### src/rtl/cp_ex_param.sv
// cp_ex_param: parametrised CP execute stage (ALU, predicates, MSL, iterative MUL).
// Define CP_EX_MULH_EN for a 2*DATA_WIDTH accumulator and opcode 111 as MULHU.
module cp_ex_param #(
  parameter int DATA_WIDTH = 32,
  parameter int PRED_NUM = 4,
  parameter int RF_INDEX_WIDTH = 5,
  parameter int PC_WIDTH = 30,
  parameter int MUL_BITS_PER_CYCLE = 1,
  localparam int PSW = (PRED_NUM > 1) ? $clog2(PRED_NUM) : 1
) (
  input  logic                      iClk,
  input  logic                      iReset_n,
  input  logic                      iID_EX_Valid,
  output logic                      oEX_ID_Stall,
  input  logic [3:0]                iID_EX_ALU_Opcode,
  input  logic [DATA_WIDTH-1:0]     iID_EX_ALU_Operand_A,
  input  logic [DATA_WIDTH-1:0]     iID_EX_ALU_Operand_B,
  input  logic [PRED_NUM-1:0]       iID_EX_Pred_Write_Mask,
  input  logic [PSW-1:0]            iID_EX_CMOV_Pred_Sel,
  input  logic [2:0]                iID_EX_MSL_Opcode,
  input  logic [DATA_WIDTH-1:0]     iID_EX_MSL_Operand_A,
  input  logic [DATA_WIDTH-1:0]     iID_EX_MSL_Operand_B,
  input  logic [2:0]                iID_EX_RF_WriteBack,
  input  logic [RF_INDEX_WIDTH-1:0] iID_EX_RF_Write_Addr,
  input  logic [PC_WIDTH-1:0]       iID_EX_PC,
  input  logic [DATA_WIDTH-1:0]     iDMEM_EX_Data,
  output logic [PRED_NUM-1:0]       oEX_ID_Pred,
  output logic [DATA_WIDTH-1:0]     oEX_WB_Write_RF_Data,
  output logic [RF_INDEX_WIDTH-1:0] oEX_WB_Write_RF_Address,
  output logic                      oEX_WB_Write_RF_Enable
);

  localparam int K = DATA_WIDTH / MUL_BITS_PER_CYCLE;
  localparam int CW = $clog2(K + 1);
  localparam int SHW = $clog2(DATA_WIDTH);
  localparam int LW = (PC_WIDTH + 2 > DATA_WIDTH) ? PC_WIDTH + 2 : DATA_WIDTH;
`ifdef CP_EX_MULH_EN
  localparam int AW = 2 * DATA_WIDTH;
`else
  localparam int AW = DATA_WIDTH;
`endif

  typedef enum logic [1:0] {S_IDLE, S_BUSY, S_DONE} state_t;

  state_t state, state_n;
  logic [AW-1:0] acc, mcand, partial;
  logic [DATA_WIDTH-1:0] mplier, mul_res;
  logic [CW-1:0] count;
  logic [RF_INDEX_WIDTH-1:0] mul_addr;
  logic mul_we;
`ifdef CP_EX_MULH_EN
  logic mul_hi;
`endif
  logic [PRED_NUM-1:0] pred_q, pred_we, pred_n;

  logic [2:0] aop, mop;
  logic uns, is_cmp, lt, eq, flag, active;
  logic [DATA_WIDTH:0] ext_a, ext_b, diff;
  logic [DATA_WIDTH-1:0] alu_res, msl_res, lr, wb_mux;
  logic [DATA_WIDTH-1:0] sh_a;
  logic [SHW-1:0] sh_amt;
  logic is_shift, is_mul, launch;
  logic [LW-1:0] lr_full;

  assign aop = iID_EX_ALU_Opcode[2:0];
  assign uns = iID_EX_ALU_Opcode[3];
  assign mop = iID_EX_MSL_Opcode;
  assign active = iID_EX_Valid & (state == S_IDLE);

  // One extended subtractor: top bit is less-than, low bits the zero test
  assign ext_a = {~uns & iID_EX_ALU_Operand_A[DATA_WIDTH-1], iID_EX_ALU_Operand_A};
  assign ext_b = {~uns & iID_EX_ALU_Operand_B[DATA_WIDTH-1], iID_EX_ALU_Operand_B};
  assign diff = ext_a + ~ext_b + {{DATA_WIDTH{1'b0}}, 1'b1};
  assign lt = diff[DATA_WIDTH];
  assign eq = (diff[DATA_WIDTH-1:0] == '0);
  assign is_cmp = aop[2] | aop[1];

  always_comb begin
    flag = 1'b0;
    case (aop)
      3'b010: flag = eq;
      3'b011: flag = ~eq;
      3'b100: flag = lt | eq;
      3'b101: flag = lt;
      3'b110: flag = ~lt;
      3'b111: flag = ~(lt | eq);
      default: flag = 1'b0;
    endcase
  end

  always_comb begin
    alu_res = '0;
    case (aop)
      3'b000: alu_res = uns ? (pred_q[iID_EX_CMOV_Pred_Sel] ?
                               iID_EX_ALU_Operand_A : iID_EX_ALU_Operand_B)
                            : iID_EX_ALU_Operand_A + iID_EX_ALU_Operand_B;
      3'b001: alu_res = diff[DATA_WIDTH-1:0];
      default: alu_res = {{(DATA_WIDTH-1){1'b0}}, flag};
    endcase
  end

  assign pred_we = {PRED_NUM{active & is_cmp}} & iID_EX_Pred_Write_Mask;
  assign pred_n = (pred_we & {PRED_NUM{flag}}) | (~pred_we & pred_q);
  assign oEX_ID_Pred = pred_n;

  assign is_shift = (mop == 3'b011) | (mop == 3'b100) | (mop == 3'b101);
  assign sh_a = iID_EX_MSL_Operand_A & {DATA_WIDTH{is_shift}};
  assign sh_amt = iID_EX_MSL_Operand_B[SHW-1:0] & {SHW{is_shift}};
`ifdef CP_EX_MULH_EN
  assign is_mul = (mop == 3'b110) | (mop == 3'b111);
`else
  assign is_mul = (mop == 3'b110);
`endif
  assign launch = active & is_mul & (iID_EX_RF_WriteBack[2:1] == 2'b11);

  always_comb begin
    msl_res = '0;
    case (mop)
      3'b000: msl_res = iID_EX_MSL_Operand_A & iID_EX_MSL_Operand_B;
      3'b001: msl_res = iID_EX_MSL_Operand_A | iID_EX_MSL_Operand_B;
      3'b010: msl_res = iID_EX_MSL_Operand_A ^ iID_EX_MSL_Operand_B;
      3'b011: msl_res = sh_a << sh_amt;
      3'b100: msl_res = sh_a >> sh_amt;
      3'b101: msl_res = $signed(sh_a) >>> sh_amt;
`ifndef CP_EX_MULH_EN
      3'b111: msl_res = iID_EX_MSL_Operand_A & iID_EX_MSL_Operand_B;
`endif
      default: msl_res = '0;
    endcase
  end

  assign lr_full = LW'({iID_EX_PC, 2'b00}) + LW'(8);
  assign lr = lr_full[DATA_WIDTH-1:0];

  always_comb begin
    wb_mux = alu_res;
    case (iID_EX_RF_WriteBack[2:1])
      2'b00: wb_mux = alu_res;
      2'b01: wb_mux = lr;
      2'b10: wb_mux = iDMEM_EX_Data;
      default: wb_mux = msl_res;
    endcase
  end

  // Radix-2^M step: add the shifted multiplicand for each retired multiplier bit
  always_comb begin
    partial = '0;
    for (int j = 0; j < MUL_BITS_PER_CYCLE; j++)
      if (mplier[j]) partial = partial + (mcand << j);
  end

`ifdef CP_EX_MULH_EN
  assign mul_res = mul_hi ? acc[AW-1:DATA_WIDTH] : acc[DATA_WIDTH-1:0];
`else
  assign mul_res = acc;
`endif

  always_ff @(posedge iClk) begin
    if (!iReset_n) begin
      state <= S_IDLE;
      pred_q <= '0;
      acc <= '0;
      mcand <= '0;
      mplier <= '0;
      count <= '0;
      mul_addr <= '0;
      mul_we <= 1'b0;
`ifdef CP_EX_MULH_EN
      mul_hi <= 1'b0;
`endif
    end else begin
      state <= state_n;
      pred_q <= pred_n;
      if (launch) begin
        acc <= '0;
        mcand <= AW'(iID_EX_MSL_Operand_A);
        mplier <= iID_EX_MSL_Operand_B;
        count <= CW'(K);
        mul_addr <= iID_EX_RF_Write_Addr;
        mul_we <= iID_EX_RF_WriteBack[0];
`ifdef CP_EX_MULH_EN
        mul_hi <= mop[0];
`endif
      end else if (state == S_BUSY) begin
        acc <= acc + partial;
        mcand <= mcand << MUL_BITS_PER_CYCLE;
        mplier <= mplier >> MUL_BITS_PER_CYCLE;
        count <= count - 1'b1;
      end
    end
  end

  always_comb begin
    state_n = state;
    oEX_ID_Stall = 1'b0;
    oEX_WB_Write_RF_Enable = 1'b0;
    oEX_WB_Write_RF_Address = iID_EX_RF_Write_Addr;
    oEX_WB_Write_RF_Data = wb_mux;
    unique case (state)
      S_IDLE: begin
        if (launch) begin
          state_n = S_BUSY;
          oEX_ID_Stall = 1'b1;
        end else begin
          oEX_WB_Write_RF_Enable = iID_EX_Valid & iID_EX_RF_WriteBack[0];
        end
      end
      S_BUSY: begin
        oEX_ID_Stall = 1'b1;
        if (count == CW'(1)) state_n = S_DONE;
      end
      S_DONE: begin
        state_n = S_IDLE;
        oEX_WB_Write_RF_Enable = mul_we;
        oEX_WB_Write_RF_Address = mul_addr;
        oEX_WB_Write_RF_Data = mul_res;
      end
      default: state_n = S_IDLE;
    endcase
  end

endmodule

### config.mk
export PLATFORM = sky130hd
export DESIGN_NAME = cp_ex_param
export DESIGN_NICKNAME = d
export VERILOG_FILES = /design/src/rtl/cp_ex_param.sv
export SDC_FILE = /design/constraint.sdc
export NUM_CORES = 1
export LEC_CHECK = 0
export CORE_ASPECT_RATIO = 1.1
export CORE_UTILIZATION = 38
export DETAILED_ROUTE_END_ITERATION = 16
export MAX_ROUTING_LAYER = met4
export RECOVER_POWER = 50
export SYNTH_ARGS = -nofsm -noshare
export SYNTH_HDL_FRONTEND = slang
export SYNTH_SLANG_ARGS = --single-unit
### constraint.sdc
create_clock -name iClk -period 6.8 [get_ports iClk]
set_clock_uncertainty 0.1 [all_clocks]
set_input_delay 0.68 -clock iClk [delete_from_list [all_inputs] [get_ports iClk]]
set_output_delay 0.68 -clock iClk [all_outputs]
set_load 0.005 [all_outputs]
==> results of run 1 <==
worst register-to-register path: stages, from the launching register on:
cell and delay, ns:
dfxtp_1 0.50, nor2b_1 0.19, clkbuf_1 3.17, nand2_1 0.93, o21ai_0 0.37
sequential cells by signal, summed over array words and instances, names as in the netlist:
| name | cells |
|---|---|
| acc | 32 |
| count | 6 |
| mcand | 32 |
| mplier | 32 |
| mul_addr | 5 |
| mul_we | 1 |
| pred_q | 4 |
| state | 2 |
worst max path at each step:
stage,end,slack [ns]
2_1_floorplan,oEX_ID_Pred[0],2.21
3_3_place_gp,oEX_WB_Write_RF_Data[0],0.37
3_5_place_dp,oEX_WB_Write_RF_Data[0],0.40
4_1_cts,oEX_WB_Write_RF_Data[0],0.39
5_1_grt,oEX_WB_Write_RF_Data[0],0.10
6_report,oEX_WB_Write_RF_Data[0],0.28
repair_timing:
| item | 4_1_cts | 5_1_grt |
|---|---|---|
| resized for setup | 0 | 1 |
| endpoints found under the setup margin | 0 | 1 |
| hold buffers | 0 | 0 |
metrics by stage:
step / power, mW / util (%) / area [um2] / worst slack [ns]
final: 2.94 / 47.3 / 22200 / 0.281
after global routing: 3.05 / 47.3 / 22200 / 0.104
after CTS: 2.91 / 47.3 / 22200 / 0.389
after detailed placement: 2.00 / 46.1 / 21600 / 0.398
after global placement: 2.00 / 46.1 / 21600 / 0.368
after floorplan: 1.39 / - / 18100 / 2.21
Yosys cell counts, drive strengths merged (22+ instances only):
cell / instances / share of area [%]
a211oi: 40 / 1.8
buf: 33 / 0.82
a22oi: 43 / 1.8
inv: 143 / 3.0
a31oi: 33 / 1.1
nand3: 87 / 2.4
nor3: 35 / 1.0
and2: 41 / 1.4
ha: 161 / 11
clkbuf: 166 / 3.4
o211ai: 42 / 1.8
mux2: 25 / 1.6
nand2b: 28 / 0.97
nor2b: 22 / 0.76
mux2i: 47 / 2.6
a21o: 30 / 1.2
a221oi: 39 / 1.9
nor2: 268 / 5.6
a21oi: 269 / 7.4
xnor2: 60 / 2.9
dfxtp: 114 / 13
nand2: 382 / 7.9
o21bai: 23 / 0.97
a21boi: 47 / 1.9
xor2: 39 / 1.9
o21ai: 202 / 5.6
o211a: 33 / 1.8
routing by layer:
metal | part of all wire (%) | global-route usage (%) | vias up
met2 | 46 | 62.4 | 1102
met4 | 4.7 | 16.0 | 0
met1 | 42 | 49.0 | 10600
met5 | 0 | - | -
met3 | 7.6 | 4.46 | 149
li1 | - | - | 10200
logic make-up after synthesis:
family / share of synthesized area [%]
mux: 5.03
flops: 12.6
buf+inv: 7.24
compound gates: 34.9
simple gates: 24.0
fa+ha+maj: 11.5
xor+xnor: 4.79
cell type report:
class | instances | area, um2 | area share, %
multi-input cells | 2263 | 14500 | 65.6
clock inverters | 15 | 161 | 0.728
well taps | 637 | 797 | 3.60
inverters | 144 | 541 | 2.44
diodes | 4 | 10.0 | 0.0452
repair buffers | 362 | 3410 | 15.4
clock buffers | 17 | 425 | 1.92
flip-flops and latches | 114 | 2280 | 10.3
power by group:
| group | total, mW | switching [mW] | internal (mW) | leakage (nW) |
|---|---|---|---|---|
| Combinational | 1.35 | 0.823 | 0.524 | 8.13 |
| Sequential | 0.679 | 0.00520 | 0.674 | 0.919 |
| Clock | 0.912 | 0.390 | 0.522 | 0.282 |
==> summary.txt, run 1 <==
Run status
  – Status: finished, violations left
  – Failing checks: max-capacitance violations, max-slew violations

Synthesis
  – Mapped Nets: approximately 3100
  – Mapped cell area: 18100 um2
  – #FFs+latches synth: 114
  – Post-synth ARST share: 0%
  – Syn avg cell area: 6.65 um2
  – Post-synth EDFFs: 0
  – Synth Flop Type: dfxtp_1
  – Sequential area share after synthesis: 12.6%
  – Post-Syn Instances: 2720
  – Netlist cell types: 91
  – Yosys warnings: 0

Cells and area
  – Area Growth Syn to Fin: 22.4%
  – Final non-filler cell total: 3556
  – Commonest non-fill, non-tap cell in the layout: nand2_1
  – Post-layout nets: approximately 3300
  – Fill count: 4841
  – Most frequent cells in the layout: nand2_1, a21oi_1, nor2_1
  – Fraction of layout cells with a size suffix above 1: under 10%

Setup path
  – Critical path class: input port to output port
  – Worst Setup SP: iID_EX_ALU_Operand_A[0]
  – Worst setup EP type: output port
  – Worst r2r dst: acc[29]
  – Cell class contributing the biggest share of worst-path delay: simple AND/OR/NAND/NOR gates
  – Critical Path Max Stage Delay: 0.58 ns
  – R2R Setup Slk: 1.45 ns
  – Critical path peak fanout: 3
  – Critical Path RT: 6.02 ns
  – Worst Reg2Reg Path Length in Cells: 4
  – CP bufs+invs: 4
  – Crit path DAT: 5.74 ns
  – Critical R2R Launch: state[0]
  – Critical Path Start Type: input port
  – Worst path depth: 18
  – Cell Chain, Critical Path: clkdlybuf4s50_1 -> inv_1 -> ha_1 -> inv_1 -> fa_1 -> xor2_1 -> nor3b_1 -> o21ai_0 -> nor4_1 -> nor4b_1 -> and4b_1 -> nand4_1 -> nor4_2 -> and4_2 -> nand4b_1 -> a41o_1 -> a21oi_1 -> clkdlybuf4s50_1
  – Crit-path slowest cell: clkdlybuf4s50_1

STA
  – Fmax: 153 MHz
  – Fin Hold WS: 0.365 ns
  – Final hold vios: 0
  – Setup Viol. Count Final: 0
  – Final worst-path cycle share: 95.9%
  – Setup TNS: 0 ns
  – Tmin final: 6.52 ns
  – Unrepaired setup endpoints after global routing: no
  – Worst slew pin tran: 4.50 ns
  – Slew headroom: -200%
  – Max-slew violation count: ~210

Route
  – Iter 0 DRT Violations: 2522
  – Wirelength per Cell: 26.5 um
  – Vias: 22000
  – Residual DRC count: 0
  – Post-Route WL: 94200 um
  – Drt via density: 6.19
  – Post-route ant nets: 0
  – 1st-pass router iterations: 6

Clock network
  – Setup Fix Bufs, Post-CTS: 0
  – Worst-Skew Late Latency: about 0.43 ns
  – TritonCTS clock tree: yes
  – Clock-pin slew on the worst setup and hold paths: 0.07 ns
  – Clock root cell: clkbuf_16
  – Clk buf depth: 2
  – CTS Sinks: 114
  – H-tree level count: 4
  – Num CTS Buffers: 17

Die
  – Top Ports: 257
  – Die area: 48500 um2
  – Die height: ~230 um
  – Core box area: approximately 47000 um2
  – Die Wd: 210 um
  – Row count: 83
  – Starting density of the core: 38.6%

Hold path
  – Hold path depth: 2
  – Worst min path class: flip-flop to flip-flop
  – WHS Endpoint: mul_addr[1]
  – Startpoint of the worst hold path: mul_addr[1]

Global route
  – Initial antenna violation count: 3
  – First-pass GRT wire length: 137000 um
  – Largest net degree at the start of global routing: 98
  – GRT Total Usage: slightly below 40%
  – Vias in the first global route: 20700
  – Remaining Overflow, GRT: 0

Place
  – IO buf count: 256
  – Inst Count DP: between 3000 and 4000
  – Final Wtd Congestion: between 1 and 1.5
  – Hpwl dp: 74800 um

Power
  – Leakage: 9.33 nW
  – Max rail drop VDD: ~0.16 mV
  – P per Cell Area: 133 nW/um2

Run
  – Max Cap Viol: 3
Power figures use the tool's default switching activity.
==> inputs of run 2 (changes only) <==
--- a/config.mk
+++ b/config.mk
@@ -5,10 +5,10 @@
 export SDC_FILE = /design/constraint.sdc
 export NUM_CORES = 1
 export LEC_CHECK = 0
+export ABC_AREA = 1
 export CORE_ASPECT_RATIO = 1.1
 export CORE_UTILIZATION = 38
 export DETAILED_ROUTE_END_ITERATION = 16
-export MAX_ROUTING_LAYER = met4
 export RECOVER_POWER = 50
 export SYNTH_ARGS = -nofsm -noshare
 export SYNTH_HDL_FRONTEND = slang
==> summary.txt, run 2 <==
Setup path
  – Critical path peak fanout: 49 (+46)
  – Critical path class: input port to output port
  – Worst Reg2Reg Path Length in Cells: 8 (+4)
  – Critical Path Start Type: input port
  – R2R Setup Slk: 1.99 ns (+0.54 ns)
  – Critical R2R Launch: state[0]
  – Worst r2r dst: mcand[7]
  – Critical Path RT: 6.02 ns (about the same)
  – Crit path DAT: 5.12 ns (-0.62 ns)
  – Worst setup EP type: output port

Synthesis
  – Mapped Nets: 3938 (+27%)
  – Post-synth ARST share: 0% (unchanged)
  – Yosys top cell area share: 23.5% (+11 points)
  – Mapped cell area: 18900 um2 (+4.4%)
  – Post-synthesis mux area share: 0.477% (-4.5 points)
  – Adder-cell share of the synthesized area: 11.0% (-0.48 points)
  – Synth Flop Type: dfxtp_1
  – Largest area contributor in the netlist: nand2_1
  – Synth Area in XOR/XNOR: 1.62% (-3.2 points)
  – Post-synth EDFFs: 0 (unchanged)
  – Commonest cells in the netlist: nand2_1, inv_1, nor2_1, o21ai_0, a21oi_1
  – Post-Syn Instances: 3560 (+31%)
  – Netlist cell types: 59 (-35%)
  – Sequential area share after synthesis: 12.1% (-0.53 points)
  – Top post-synthesis cells by area: nand2_1, dfxtp_1, ha_1, inv_1, nor2_1
  – Simple-Gate Fraction of Synth Area: 38.0% (+14 points)
  – Synth Area in Compound Gates: 23.0% (-12 points)
  – Syn avg cell area: 5.31 um2 (-20%)
  – Top-count cell post-synth: nand2_1
  – Yosys warnings: 0 (unchanged)
  – #FFs+latches synth: 114 (unchanged)
  – Largest family of logic cells by synthesized area: simple AND/OR/NAND/NOR gates

STA
  – Final hold vios: 0 (unchanged)
  – Fmax: 170 MHz (+11%)
  – Unrepaired setup endpoints after global routing: no
  – Slew headroom: -115% (+85 points)
  – Setup TNS: 0 ns (unchanged)
  – Worst slew pin tran: 3.23 ns (-1.27 ns)
  – Tmin final: 5.90 ns (-0.623 ns)
  – Fin Hold WS: 0.370 ns (+0.00524 ns)
  – Setup Viol. Count Final: 0 (unchanged)
  – Final worst-path cycle share: 86.7% (-9.2 points)
  – Max-slew violation count: 197 (-4.4%)

Cells and area
  – Post-layout nets: 4095 (+25%)
  – Largest registers: acc: 32 flops, mcand: 32 flops, mplier: 32 flops
  – Ant diodes: 0 (-4)
  – Fill count: 5524 (+14%)
  – Area Growth Syn to Fin: 19.2%
  – Post-Layout Inst Area: 22500 um2 (+1.7%)
  – Most frequent cells in the layout: nand2_1, inv_1, nor2_1
  – Commonest non-fill, non-tap cell in the layout: nand2_1
  – Fraction of layout cells with a size suffix above 1: 2.76% (-4.5 points)

Clock network
  – Clk buf depth: 2 (unchanged)
  – H-tree level count: 4 (unchanged)
  – Num CTS Buffers: 17 (unchanged)
  – TritonCTS clock tree: yes
  – Setup Fix Bufs, Post-CTS: 0 (unchanged)
  – CTS resizes: 0 (unchanged)
  – Worst-Skew Late Latency: 0.47 ns (+0.04 ns)
  – Hold buffers post-CTS: 0 (unchanged)
  – Clock-pin slew on the worst setup and hold paths: 0.06 ns (about the same)
  – Clock root cell: clkbuf_16
  – CTS Sinks: 114 (unchanged)

Power
  – P per Cell Area: 134 nW/um2 (+0.71%)
  – Internal power: 1.67 mW (-2.9%)
  – Leakage: 11.5 nW (+24%)
  – Share of power burned in combinational logic: 45.5% (-0.4 points)
  – Clock network power share: 31.9% (+0.9 points)
  – NetSw: 1.34 mW (+9.9%)
  – Seq pwr share: 22.7% (-0.4 points)
  – Switching Share: 44.5% (+3.0 points)
  – Max rail drop VDD: 0.194 mV (+18%)

Global route
  – Remaining Overflow, GRT: 0 (unchanged)
  – Gr busiest metal: met2
  – First-pass GRT wire length: 136000 um (-0.79%)
  – Vias in the first global route: 22900 (+11%)
  – Met3 usage: 4.87% (+0.41 points)
  – Met2 Use GR: 58.2% (-4.2 points)
  – Initial antenna violation count: 1 (-2)
  – GRT Total Usage: 35.0% (-3.8 points)
  – Largest net degree at the start of global routing: 85 (-13%)
  – Met1 Use GR: 43.3% (-5.7 points)

Route
  – Drt via density: 5.49 (-11%)
  – Wirelength per Cell: 20.6 um (-22%)
  – 1st-pass router iterations: 6 (unchanged)
  – Iter 0 DRT Violations: 2765 (+9.6%)
  – Post-route ant nets: 0 (unchanged)
  – Residual DRC count: 0 (unchanged)
  – Post-Route WL: 90300 um (-4.2%)
  – Vias: 24100 (+9.3%)

Place
  – Hpwl dp: 72800 um (-2.7%)
  – IO buf count: 256 (unchanged)
  – Final Wtd Congestion: 1.10 (+3.2%)
  – Area after DPL: 22000 um2 (+1.8%)

Die
  – Top Ports: 257 (unchanged)
  – Die area: 50600 um2 (+4.4%)
  – Row count: 85 (+2.4%)
  – Core box area: 49000 um2 (+4.7%)
  – Die height: 236 um (+2.2%)
  – Starting density of the core: 38.5% (-0.10 points)
  – Die Wd: 215 um (+2.2%)

Run status
  – Status: finished, violations left
  – Failing checks: max-capacitance violations, max-slew violations

Hold path
  – Hold path depth: 2 (unchanged)
  – Startpoint of the worst hold path: mplier[31]
  – Worst min path class: flip-flop to flip-flop
  – WHS Endpoint: mplier[31]

Run
  – Max Cap Viol: 4 (+1)
## run 2: worst max-delay path by stage
| stage | endpoint | from | cells after the start |
|---|---|---|---|
| after floorplan | oEX_ID_Pred[0] | iID_EX_ALU_Operand_A[0] | 22 |
| after global placement | oEX_WB_Write_RF_Data[12] | iID_EX_MSL_Opcode[1] | 18 |
| after detailed placement | oEX_WB_Write_RF_Data[5] | iID_EX_MSL_Opcode[1] | 20 |
| after CTS | oEX_WB_Write_RF_Data[12] | iID_EX_MSL_Opcode[1] | 18 |
| after global routing | oEX_WB_Write_RF_Data[12] | iID_EX_MSL_Opcode[1] | 18 |
| final | oEX_WB_Write_RF_Data[12] | iID_EX_MSL_Opcode[1] | 18 |
## run 2: per-layer routing
metal  up-vias  routed length [um]  part of all wire [%]
li1      11800                   -                     -
met2      1199               40900                    45
met3       245                7130                   7.9
met4         2                5620                   6.2
met5         -                  13                 0.014
met1     10800               36600                    41
## run 2: cell families (layout without fill, tap and decap cells)
| kind of cell | after synthesis | after routing |
|---|---|---|
| and+or+nand+nor | 1794 | 1794 |
| adders and majority gates | 164 | 164 |
| xor gates and xnor gates | 35 | 35 |
| muxes | 9 | 9 |
| DFF | 114 | 114 |
| buffers and inverters | 682 | 852 |
| AOI/OAI and AO/OA | 762 | 762 |
## run 2: power by group through the flow
stage                     registers [mW]  logic (mW)  clock network [mW]
after floorplan                    0.695       0.769                   0
after global placement             0.697        1.33                   0
after detailed placement           0.697        1.33                   0
after CTS                          0.682        1.33               0.974
after global routing               0.683        1.49               0.996
final                              0.682        1.37               0.959
## run 2: critical path: stages
cell and delay [ns]:
clkdlybuf4s50_1 0.62, nor2_2 0.07, nand2_2 0.21, nand3_4 0.33, nand2_2 0.73, inv_2 0.12, a21oi_1 0.26, nand2_1 0.08
o21ai_1 0.14, nand2_1 0.15, inv_1 0.13, nand2_1 0.07, o221ai_1 0.23, nand2_1 0.08, nand2_1 0.07, nand2_1 0.05
a21oi_1 0.45, clkdlybuf4s50_1 0.61
## run 2: metrics by stage
step	setup WS, ns	power [mW]	util [%]	std cells
after floorplan	3.20	1.46	-	3560
after global placement	1.09	2.03	44.8	4350
after detailed placement	1.15	2.02	44.8	4350
after CTS	1.13	2.99	46.0	4382
after global routing	0.646	3.17	45.9	4382
final	0.904	3.01	45.9	4382
## run 2: area by class of cell
cell class	instances	area, um2	share of cell area, %
clock buffers	17	425	1.89
clock inverters	15	166	0.739
inverters	524	1970	8.73
multi-input cells	2764	14000	62.2
flip-flops and latches	114	2280	10.1
well taps	652	816	3.62
repair buffers	296	2850	12.6
